**src/rtl/fc8_pkg.sv**
```systemverilog
// Shared FC8 memory-system types and constants.
package fc8_pkg;

    localparam int FC8_PADDR_W = 20;
    localparam int FC8_DATA_W  = 8;

    // Bit positions inside the one-hot winner / eligible vectors.
    localparam int WIN_CPU = 0;
    localparam int WIN_DMA = 1;
    localparam int WIN_VID = 2;

    // Owner of a memory access; also used as the round-robin memory.
    typedef enum logic [1:0] {
        OWN_NONE = 2'd0,
        OWN_CPU  = 2'd1,
        OWN_DMA  = 2'd2,
        OWN_VID  = 2'd3
    } owner_t;

endpackage

```
**src/rtl/fc8_arb_pick.sv**
```systemverilog
// Combinational winner selection for the FC8 memory port.
module fc8_arb_pick
    import fc8_pkg::*;
#(
    parameter int VID_MAX_RUN = 8
) (
    input  logic [2:0] elig,
    input  logic [3:0] vid_run,
    input  owner_t     rr_last,
    output logic [2:0] win
);

    localparam logic [3:0] RUN_LIMIT = 4'(VID_MAX_RUN);

    logic others;

    assign others = elig[WIN_CPU] | elig[WIN_DMA];

    // Video first unless it has used up its run while someone else waits;
    // then CPU/DMA alternate, a lone requester simply wins.
    always_comb begin
        win = 3'b000;
        if (elig[WIN_VID] && ((vid_run < RUN_LIMIT) || !others)) begin
            win[WIN_VID] = 1'b1;
        end else if (elig[WIN_CPU] && elig[WIN_DMA]) begin
            if (rr_last == OWN_CPU) begin
                win[WIN_DMA] = 1'b1;
            end else begin
                win[WIN_CPU] = 1'b1;
            end
        end else if (elig[WIN_CPU]) begin
            win[WIN_CPU] = 1'b1;
        end else if (elig[WIN_DMA]) begin
            win[WIN_DMA] = 1'b1;
        end
    end

endmodule

```
**src/rtl/fc8_mem_arbiter.sv**
```systemverilog
// Three-way arbiter (CPU, DMA, video) for the single FC8 memory port.
//
// Handshake: a requester raises *_req with we/addr/wdata stable and holds it.
// *_gnt pulses for one cycle while that command is on the mem_* port; the
// requester may change its command or drop *_req from the next cycle on.
// Reads come back two cycles after *_gnt as a one-cycle *_rvalid pulse with
// *_rdata, in issue order. There is no back-pressure on the return path.
module fc8_mem_arbiter
    import fc8_pkg::*;
#(
    parameter int ADDR_W      = FC8_PADDR_W,
    parameter int DATA_W      = FC8_DATA_W,
    parameter int VID_MAX_RUN = 8
) (
    input  logic              clk,
    input  logic              rst,
    input  logic              cpu_req,
    input  logic              cpu_we,
    input  logic [ADDR_W-1:0] cpu_addr,
    input  logic [DATA_W-1:0] cpu_wdata,
    input  logic              dma_req,
    input  logic              dma_we,
    input  logic [ADDR_W-1:0] dma_addr,
    input  logic [DATA_W-1:0] dma_wdata,
    input  logic              vid_req,
    input  logic [ADDR_W-1:0] vid_addr,
    output logic              cpu_gnt,
    output logic              dma_gnt,
    output logic              vid_gnt,
    output logic              cpu_rvalid,
    output logic              dma_rvalid,
    output logic              vid_rvalid,
    output logic [DATA_W-1:0] cpu_rdata,
    output logic [DATA_W-1:0] dma_rdata,
    output logic [DATA_W-1:0] vid_rdata,
    output logic              mem_en,
    output logic              mem_we,
    output logic [ADDR_W-1:0] mem_addr,
    output logic [DATA_W-1:0] mem_wdata,
    input  logic [DATA_W-1:0] mem_rdata
);

    localparam logic [3:0] RUN_LIMIT = 4'(VID_MAX_RUN);

    logic [2:0]        elig;
    logic [2:0]        win;
    logic              any_win;
    owner_t            sel_own;
    logic              sel_we;
    logic [ADDR_W-1:0] sel_addr;
    logic [DATA_W-1:0] sel_wdata;
    logic [3:0]        vid_run;
    owner_t            rr_last;
    owner_t            own_q1;
    owner_t            own_q2;

    // A request whose grant is on the port right now is already served.
    assign elig    = {vid_req & ~vid_gnt, dma_req & ~dma_gnt, cpu_req & ~cpu_gnt};
    assign any_win = |win;

    fc8_arb_pick #(
        .VID_MAX_RUN(VID_MAX_RUN)
    ) u_pick (
        .elig   (elig),
        .vid_run(vid_run),
        .rr_last(rr_last),
        .win    (win)
    );

    // Route the winner's command towards the port registers.
    always_comb begin
        sel_own   = OWN_NONE;
        sel_we    = 1'b0;
        sel_addr  = mem_addr;
        sel_wdata = mem_wdata;
        if (win[WIN_VID]) begin
            sel_own   = OWN_VID;
            sel_addr  = vid_addr;
            sel_wdata = '0;
        end else if (win[WIN_CPU]) begin
            sel_own   = OWN_CPU;
            sel_we    = cpu_we;
            sel_addr  = cpu_addr;
            sel_wdata = cpu_wdata;
        end else if (win[WIN_DMA]) begin
            sel_own   = OWN_DMA;
            sel_we    = dma_we;
            sel_addr  = dma_addr;
            sel_wdata = dma_wdata;
        end
    end

    // Memory port command and grant pulses; address/data hold when idle.
    always_ff @(posedge clk) begin
        if (rst) begin
            cpu_gnt   <= 1'b0;
            dma_gnt   <= 1'b0;
            vid_gnt   <= 1'b0;
            mem_en    <= 1'b0;
            mem_we    <= 1'b0;
            mem_addr  <= '0;
            mem_wdata <= '0;
        end else begin
            cpu_gnt <= win[WIN_CPU];
            dma_gnt <= win[WIN_DMA];
            vid_gnt <= win[WIN_VID];
            mem_en  <= any_win;
            mem_we  <= any_win & sel_we;
            if (any_win) begin
                mem_addr  <= sel_addr;
                mem_wdata <= sel_wdata;
            end
        end
    end

    // Fairness state and the read-owner tag pipeline.
    always_ff @(posedge clk) begin
        if (rst) begin
            vid_run <= 4'd0;
            rr_last <= OWN_DMA;
            own_q1  <= OWN_NONE;
            own_q2  <= OWN_NONE;
        end else begin
            if (win[WIN_VID]) begin
                if (vid_run < RUN_LIMIT) begin
                    vid_run <= vid_run + 4'd1;
                end
            end else if (win[WIN_CPU] || win[WIN_DMA]) begin
                vid_run <= 4'd0;
            end
            if (win[WIN_CPU]) begin
                rr_last <= OWN_CPU;
            end else if (win[WIN_DMA]) begin
                rr_last <= OWN_DMA;
            end
            own_q1 <= (any_win && !sel_we) ? sel_own : OWN_NONE;
            own_q2 <= own_q1;
        end
    end

    // Steer returning memory data to whichever requester issued the read.
    always_ff @(posedge clk) begin
        if (rst) begin
            cpu_rvalid <= 1'b0;
            dma_rvalid <= 1'b0;
            vid_rvalid <= 1'b0;
            cpu_rdata  <= '0;
            dma_rdata  <= '0;
            vid_rdata  <= '0;
        end else begin
            cpu_rvalid <= (own_q2 == OWN_CPU);
            dma_rvalid <= (own_q2 == OWN_DMA);
            vid_rvalid <= (own_q2 == OWN_VID);
            if (own_q2 == OWN_CPU) cpu_rdata <= mem_rdata;
            if (own_q2 == OWN_DMA) dma_rdata <= mem_rdata;
            if (own_q2 == OWN_VID) vid_rdata <= mem_rdata;
        end
    end

endmodule

```
**config.mk**
```make
export PLATFORM = sky130hd
export DESIGN_NAME = fc8_mem_arbiter
export DESIGN_NICKNAME = d
export VERILOG_FILES = /design/src/rtl/fc8_pkg.sv /design/src/rtl/fc8_arb_pick.sv /design/src/rtl/fc8_mem_arbiter.sv
export SDC_FILE = /design/constraint.sdc
export NUM_CORES = 1
export LEC_CHECK = 0
export ABC_CLOCK_PERIOD_IN_PS = 1960
export CAP_MARGIN = 25
export CORE_ASPECT_RATIO = 1.25
export CORE_MARGIN = 5
export CORE_UTILIZATION = 41
export CTS_BUF_LIST = sky130_fd_sc_hd__clkbuf_4 sky130_fd_sc_hd__clkbuf_8
export DETAILED_ROUTE_END_ITERATION = 10
export GPL_TIMING_DRIVEN = 0
export HOLD_SLACK_MARGIN = 0.05
export PLACE_DENSITY = 0.9
export REMOVE_ABC_BUFFERS = 1
export SYNTH_ARGS = -nofsm -noshare
export SYNTH_HDL_FRONTEND = slang
export SYNTH_SLANG_ARGS = --single-unit
```
**constraint.sdc**
```tcl
create_clock -name clk -period 1.96 [get_ports clk]
set_input_delay 0.294 -clock clk [delete_from_list [all_inputs] [get_ports clk]]
set_output_delay 0.294 -clock clk [all_outputs]
set_load 0.03 [all_outputs]
```
==> summary.txt, run 1 <==
Timing
  • Number of failing hold endpoints at the final stage: 0
  • Count of endpoints failing setup in the final report: 0
  • Setup repair after global routing missed its margin: true
  • Slew margin rel.: 49.18%
  • Max Clk Rate: 535.4 MHz
  • Post-route clock period utilization: 95.29%
  • Largest clock skew in the final design: 10.61 ps
  • Shortest period the worst path allows: 1868 ps
  • Slew at the pin closest to its max-slew limit: 756.0 ps
  • Count of final max-slew check failures: 0

Outcome
  • Status: completed

Final layout
  • Fin util: 66.95%
  • Share of cells above drive strength 1: 9.146%
  • Filler-free cell count of the finished design: 584
  • Synth-to-Final Area Change: 60.74%
  • Count of antenna diodes in the layout: 0
  • Fillers: 578
  • Net count, final: 579

Clock network
  • Cts bufs inserted: 9
  • CTS Buffer Depth: 2
  • Clock-pin slew on the worst setup and hold paths: 80 ps
  • Number of H-tree branching levels: 3
  • Hold-fix buffers, CTS: 0
  • Clock tree from TritonCTS: built
  • Worst-skew pair later-pin latency: 340 ps
  • Total clock sinks: 70
  • Clk root buf: clkbuf_8

Worst setup path
  • Cell family with most CP delay: simple AND/OR/NAND/NOR gates
  • Category of the critical setup timing path: in2reg
  • Total buffers and inverters traversed by the critical path: 2
  • Highest fanout seen on the critical path: 8
  • Kind of end point of the critical path: flip-flop
  • Origin of the critical flop-to-flop path: vid_run[3]$_SDFFE_PP0P_
  • WP data arrival: 2140 ps
  • Reg2reg path depth: 4
  • Critical path's largest stage delay: 710 ps
  • Slowest-stage cell, CP: nor4_2
  • Setup slack of the worst register-to-register path: 160 ps
  • Critical R2R Capture: mem_we$_SDFF_PP0_
  • Worst-path cell chain: clkdlybuf4s50_1 > and2b_1 > nor4_2 > a222oi_1 > inv_1
  • Crit start category: primary input
  • Required time worst endpoint: 2240 ps
  • Crit path launch: dma_req

Global route
  • Global-route usage over all layers: 22.67%
  • Global-route wire length before repair: 16.43 mm
  • Antenna violations before repair: 0
  • Total overflow reported by the global router: 0
  • Maximum number of pins on one net before global-route repair: 47
  • Number of global-route vias before repair: 3424

Power
  • Maximum vdd ir drop: 0.5138 mV
  • Static Leakage: 0.001822 uW
  • Power density cells: 743.9 mW/mm^2
  • Power after layout: 3621 uW

Floorplanning
  • IO Pins: 151
  • Die extent in x: 86.87 um
  • Row Count: 35
  • Area enclosed by the die boundary: 0.009215 mm^2
  • Starting Density: 41.65%
  • Die span in y: 106.1 um
  • Core box area: 0.007269 mm^2

Logic synthesis
  • Proportion of netlist area held by the largest area contributor: 46.28%
  • Library cell with the highest instance count after synthesis: dfxtp_1
  • Register area share after synthesis: 46.28%
  • Post-synth EDFFs: 0
  • Post-synth cell types: 45
  • Syn. warnings: 0
  • Main area contributors after synthesis: dfxtp_1, nand2_1, a21oi_1
  • Cells after synthesis: 347
  • Post-synth ARST share: 0%
  • Commonest register cell after synthesis: dfxtp_1
  • Mean area per synthesized cell: 8.726 um^2
  • Netlist Area Pre-Place: 0.003028 mm^2
  • Yosys top cell by area: dfxtp_1
  • Most numerous cell types in the synthesized netlist: dfxtp_1, nand2_1, a21oi_1
  • Flip-flop and latch count after synthesis: 70

Routing
  • Final WL: 10.78 mm
  • Post-route DRC violation count: 0
  • First-pass DRT Iterations: 6
  • Vias: 3261
  • Violation count after the first detailed-route iteration: 162
  • Routed vias/inst: 5.584
  • Average detailed-routed wire length per instance: 18.45 um
  • ANT nets after route: 0

Place
  • Placed cell count: 563
  • HPWL reported at the end of detailed placement: 7.658 mm
  • Gp weighted congestion: 0.8002
  • Number of buffer cells added on primary ports: 150

Worst hold path
  • Worst Hold Path EP: vid_run[1]$_SDFFE_PP0P_
  • Depth of the worst hold-timing path: 2
  • Worst hold path type: in2reg
  • Startpoint of the tightest hold check path: rst

Job
  • Number of maximum-capacitance violations: 0
-- layout make-up --
type,count,area (um^2),area share [%]
Clock buffer,9,123.9,2.545
Sequential cell,70,1401,28.79
Inverter,11,41.29,0.8483
Timing Repair Buffer,157,1584,32.54
Multi-Input combinational cell,238,1520,31.23
Tap cell,92,115.1,2.365
Clock inverter,7,81.33,1.671
-- worst max path at each step --
stage	end	slack (ps)	cells past startpoint
CTS	mem_addr[3]$_SDFFE_PP0P_	40	5
global placement	mem_wdata[5]$_SDFFE_PP0P_	-1740	4
global route	mem_addr[16]$_SDFFE_PP0P_	-10	6
floorplan	mem_addr[14]$_SDFFE_PP0P_	-340	4
finish	mem_wdata[0]$_SDFFE_PP0P_	90	5
detailed placement	mem_addr[10]$_SDFFE_PP0P_	-1330	5
-- layout by cell type (no fill, tap or decap), drive strengths merged, types with 10 or more instances in the layout --
cell	n
a211oi	18
a21oi	31
o32ai	17
nor2	26
and3	18
nand3	10
nand2	59
inv	13
clkdlybuf4s50	149
dfxtp	70
-- logic make-up after synthesis --
kind of cell / Yosys count / synth area share [%]
buffers and inverters: 41 / 6.198
and+or+nand+nor: 145 / 23.88
AOI/OAI and AO/OA: 90 / 23.22
DFF: 70 / 46.28
adders and majority gates: 1 / 0.4132
-- stage by stage --
stage               setup TNS, ps  setup WS (ps)  cell area, um^2  hold slack, ps
finish                          0          92.30             4867           388.3
global route               -10.55         -10.55             4867           368.0
CTS                             0          38.21             4852           352.2
detailed placement         -29980          -1331             4564           425.5
global placement           -82860          -1737             4498           420.4
floorplan                   -5559         -337.4             2882           358.6
-- repair_timing --
item | 4_1_cts | 5_1_grt
buffers inserted | 3 | 0
gates cloned | 2 | 0
endpoints found under the setup margin | 24 | 15
hold endpoints to repair | 0 | 0
pin swaps | 3 | 0
gates resized for setup | 6 | 2
-- report_power, final --
part	internal, uW	total (uW)	switching (uW)
clock network	603	1200	595
registers	1510	1560	53.5
logic	420	860	440
total	2530	3620	1090
-- flip-flops by register name, indices dropped and copies added (netlist names), 2 cells and up --
register	cells
vid_run	4
rr_last	2
own_q1	2
mem_wdata	8
cpu_rdata	8
dma_rdata	8
own_q2	2
vid_rdata	8
mem_addr	20
-- layer usage --
metal | vias to the layer above | GRT usage, % | part of all wire, %
li1 | 1546 | - | -
met1 | 1551 | 25.01 | 38
met2 | 150 | 40.55 | 51
met3 | 14 | 6.434 | 8.7
met4 | 0 | 8.018 | 1.6
met5 | - | 0 | 0
(Power assumes the default switching activity.)
==> inputs of run 2 (changes only) <==
Settings changed: ABC_AREA set to 1, CORE_UTILIZATION 41 to 42, MAX_ROUTING_LAYER set to met4, PLACE_DENSITY 0.9 to 0.91.
==> run 2 against run 1 <==
Effect of this change: sequential cell count did not move; synthesized cell count increased by 29%; hold slack improved by 20 ps; register-to-register slack improved by 130 ps; clock power increased by 3%; sequential power hardly changed; cell count is 17% higher; global-route usage decreased by 1.5 points; die area down 0.54%; first-iteration DRC count decreased by 38%; non-clock buffer count decreased by 5.
==> summary.txt, run 2 <==
Global route
  • Antenna violations before repair: 0 (unchanged)
  • Met2 global-route usage: 37.36% (was 40.55%)
  • Global-route wire length before repair: 14.84 mm (was 16.43 mm)
  • Global route hottest layer: met2 (unchanged)
  • Total overflow reported by the global router: 0 (unchanged)
  • Global-route track usage on met3: 5.004% (was 6.434%)
  • Met1 capacity usage during global routing: 22.93% (was 25.01%)
  • Global-route usage over all layers: 21.13% (was 22.67%)
  • Number of global-route vias before repair: 3304 (was 3424)
  • Maximum number of pins on one net before global-route repair: 38 (was 47)

Worst setup path
  • Category of the critical setup timing path: in2reg (unchanged)
  • Dominant cell type by count on the critical path: nand3_1
  • WP data arrival: 1970 ps (was 2140 ps)
  • Required time worst endpoint: 2180 ps (was 2240 ps)
  • Crit start category: primary input (unchanged)
  • Kind of end point of the critical path: flip-flop (unchanged)
  • Highest fanout seen on the critical path: 37 (was 8)
  • Critical path's largest stage delay: 520 ps (was 710 ps)
  • Worst-path cell chain: clkdlybuf4s50_1 > nand3_1 > nand2_4 > nand2_8 > nand2_4 > nand3_1 > nand3_1 > nor2_1 (was clkdlybuf4s50_1 > and2b_1 > nor4_2 > a222oi_1 > inv_1)
  • Slowest-stage cell, CP: clkdlybuf4s50_1 (was nor4_2)

Logic synthesis
  • Library cell with the highest instance count after synthesis: nor2_1 (was dfxtp_1)
  • Proportion of netlist area held by the largest area contributor: 45.45% (was 46.28%)
  • Commonest register cell after synthesis: dfxtp_1 (unchanged)
  • Post-synth EDFFs: 0 (unchanged)
  • Mean area per synthesized cell: 6.897 um^2 (was 8.726 um^2)
  • Register area share after synthesis: 45.45% (was 46.28%)
  • Most numerous cell types in the synthesized netlist: nor2_1, dfxtp_1, nand3_1 (was dfxtp_1, nand2_1, a21oi_1)
  • Main area contributors after synthesis: dfxtp_1, nor2_1, nand3_1 (was dfxtp_1, nand2_1, a21oi_1)
  • Flip-flop and latch count after synthesis: 70 (unchanged)
  • Post-synth cell types: 28 (was 45)
  • Post-synth ARST share: 0% (unchanged)
  • Cells after synthesis: 447 (was 347)
  • Syn. warnings: 0 (unchanged)
  • Netlist Area Pre-Place: 0.003083 mm^2 (was 0.003028 mm^2)
  • Yosys top cell by area: dfxtp_1 (unchanged)

Clock network
  • Number of buffers added for setup after CTS: 0 (was 3)
  • Worst-skew pair later-pin latency: 320 ps (was 340 ps)
  • Total clock sinks: 70 (unchanged)
  • Clock-pin slew on the worst setup and hold paths: 70 ps (was 80 ps)
  • Clock tree from TritonCTS: built (unchanged)
  • CTS Buffer Depth: 2 (unchanged)
  • Cts bufs inserted: 9 (unchanged)
  • Clk root buf: clkbuf_8 (unchanged)
  • Number of H-tree branching levels: 3 (unchanged)

Final layout
  • Share of cells above drive strength 1: 5.753% (was 9.146%)
  • Most frequent cells in the layout: clkdlybuf4s50_1, nor2_1, dfxtp_1 (was clkdlybuf4s50_1, dfxtp_1, nand2_1)
  • Synth-to-Final Area Change: 57.79% (was 60.74%)
  • Sequential cell area: 0.001401 mm^2 (unchanged)
  • Fillers: 637 (was 578)
  • Most common cell after layout, fill and taps aside: clkdlybuf4s50_1 (unchanged)
  • Top reg by flops: mem_addr (unchanged)
  • Count of antenna diodes in the layout: 0 (unchanged)
  • Filler-free cell count of the finished design: 683 (was 584)
  • Net count, final: 680 (was 579)
  • Area occupied by multi-input gates: 0.001390 mm^2 (was 0.001520 mm^2)
  • Fin util: 66.92% (was 66.95%)
  • Largest register FFs: 20 (unchanged)
  • Layout Cell Area excl Fill: 0.004865 mm^2 (was 0.004867 mm^2)

Place
  • Post-DP Area: 0.004629 mm^2 (was 0.004564 mm^2)
  • Placed cell count: 669 (was 563)
  • Number of buffer cells added on primary ports: 150 (unchanged)
  • HPWL reported at the end of detailed placement: 7.259 mm (was 7.658 mm)
  • Gp weighted congestion: 0.8294 (was 0.8002)

Power
  • Power after layout: 3794 uW (was 3621 uW)
  • Maximum vdd ir drop: 0.4307 mV (was 0.5138 mV)
  • Static Leakage: 0.002128 uW (was 0.001822 uW)
  • Power density cells: 779.9 mW/mm^2 (was 743.9 mW/mm^2)

Timing
  • Post-route clock period utilization: 89.60% (was 95.29%)
  • Setup tns final: 0 ps (unchanged)
  • Setup repair after global routing missed its margin: false (was true)
  • Slew margin rel.: 62.43% (was 49.18%)
  • Slew at the pin closest to its max-slew limit: 563.6 ps (was 756.0 ps)
  • Max Clk Rate: 569.4 MHz (was 535.4 MHz)
  • Largest clock skew in the final design: 8.584 ps (was 10.61 ps)
  • Count of endpoints failing setup in the final report: 0 (unchanged)
  • Shortest period the worst path allows: 1756 ps (was 1868 ps)
  • Number of failing hold endpoints at the final stage: 0 (unchanged)
  • Count of final max-slew check failures: 0 (unchanged)

Routing
  • Post-route DRC violation count: 0 (unchanged)
  • First-pass DRT Iterations: 5 (was 6)
  • Final WL: 9.402 mm (was 10.78 mm)
  • Average detailed-routed wire length per instance: 13.77 um (was 18.45 um)
  • ANT nets after route: 0 (unchanged)
  • Routed vias/inst: 4.899 (was 5.584)
  • Vias: 3346 (was 3261)
  • Violation count after the first detailed-route iteration: 100 (was 162)

Floorplanning
  • Core box area: 0.007269 mm^2 (unchanged)
  • Die span in y: 105.8 um (was 106.1 um)
  • Die extent in x: 86.63 um (was 86.87 um)
  • IO Pins: 151 (unchanged)
  • Area enclosed by the die boundary: 0.009165 mm^2 (was 0.009215 mm^2)
  • Starting Density: 42.41% (was 41.65%)
  • Row Count: 35 (unchanged)

Job
  • Number of maximum-capacitance violations: 0 (unchanged)

Outcome
  • Status: completed (unchanged)

Worst hold path
  • Worst hold path type: reg2reg (was in2reg)
-- run 2: report_power, final --
group | internal (uW) | switching, uW | leakage [uW]
clock | 735 | 502 | 0.000104
sequential | 1530 | 52.4 | 0.000575
combinational | 441 | 538 | 0.00145
total | 2700 | 1090 | 0.00213
-- run 2: logic make-up after synthesis --
logic type	share of synthesized area (%)
buffers and inverters	10.31
and+or+nand+nor	33.44
adders and majority gates	0.4058
AOI/OAI and AO/OA	10.39
DFF	45.45
-- run 2: path summary, 6_finish.rpt --
path,slack (ps),from,to,cells past startpoint
worst max register to register,290,vid_gnt$_SDFF_PP0_,own_q1[0]$_SDFF_PP0_,8
worst min-delay path,410,own_q1[1]$_SDFF_PP0_,own_q2[1]$_SDFF_PP0_,2
worst min register to register,410,own_q1[1]$_SDFF_PP0_,own_q2[1]$_SDFF_PP0_,2
worst max-delay path,200,vid_req,own_q1[0]$_SDFF_PP0_,8
-- run 2: critical path: cells and delay by family --
family	cells	cell delay, ps
buf+inv	1	520
simple gates	7	1150
-- run 2: cell type report --
| cell class | instances | area share [%] |
|---|---|---|
| clock inverter | 4 | 1.492 |
| multi-input combinational | 301 | 28.58 |
| sequential | 70 | 28.81 |
| clock buffer | 10 | 2.829 |
| inverter | 54 | 4.295 |
| timing repair buffer | 152 | 31.64 |
| tap | 92 | 2.366 |
-- run 2: per-layer routing --
layer  routed length (um)  part of all wire [%]
met1                 3647                    39
met2                 4931                    52
met3                  704                   7.5
met4                  119                   1.3
met5                    0                     0
-- run 2: through the flow --
stage / hold WS [ps] / setup slack (ps)
finish: 408.1 / 203.8
global route: 431.3 / 32.78
CTS: 408.6 / 16.54
detailed placement: 398.5 / -599.0
global placement: 391.6 / -1119
floorplan: 363.1 / -1.472
-- run 2: timing repair --
item,4_1_cts,5_1_grt
hold buffers,0,0
gates resized for setup,2,7
setup endpoints to repair,58,40
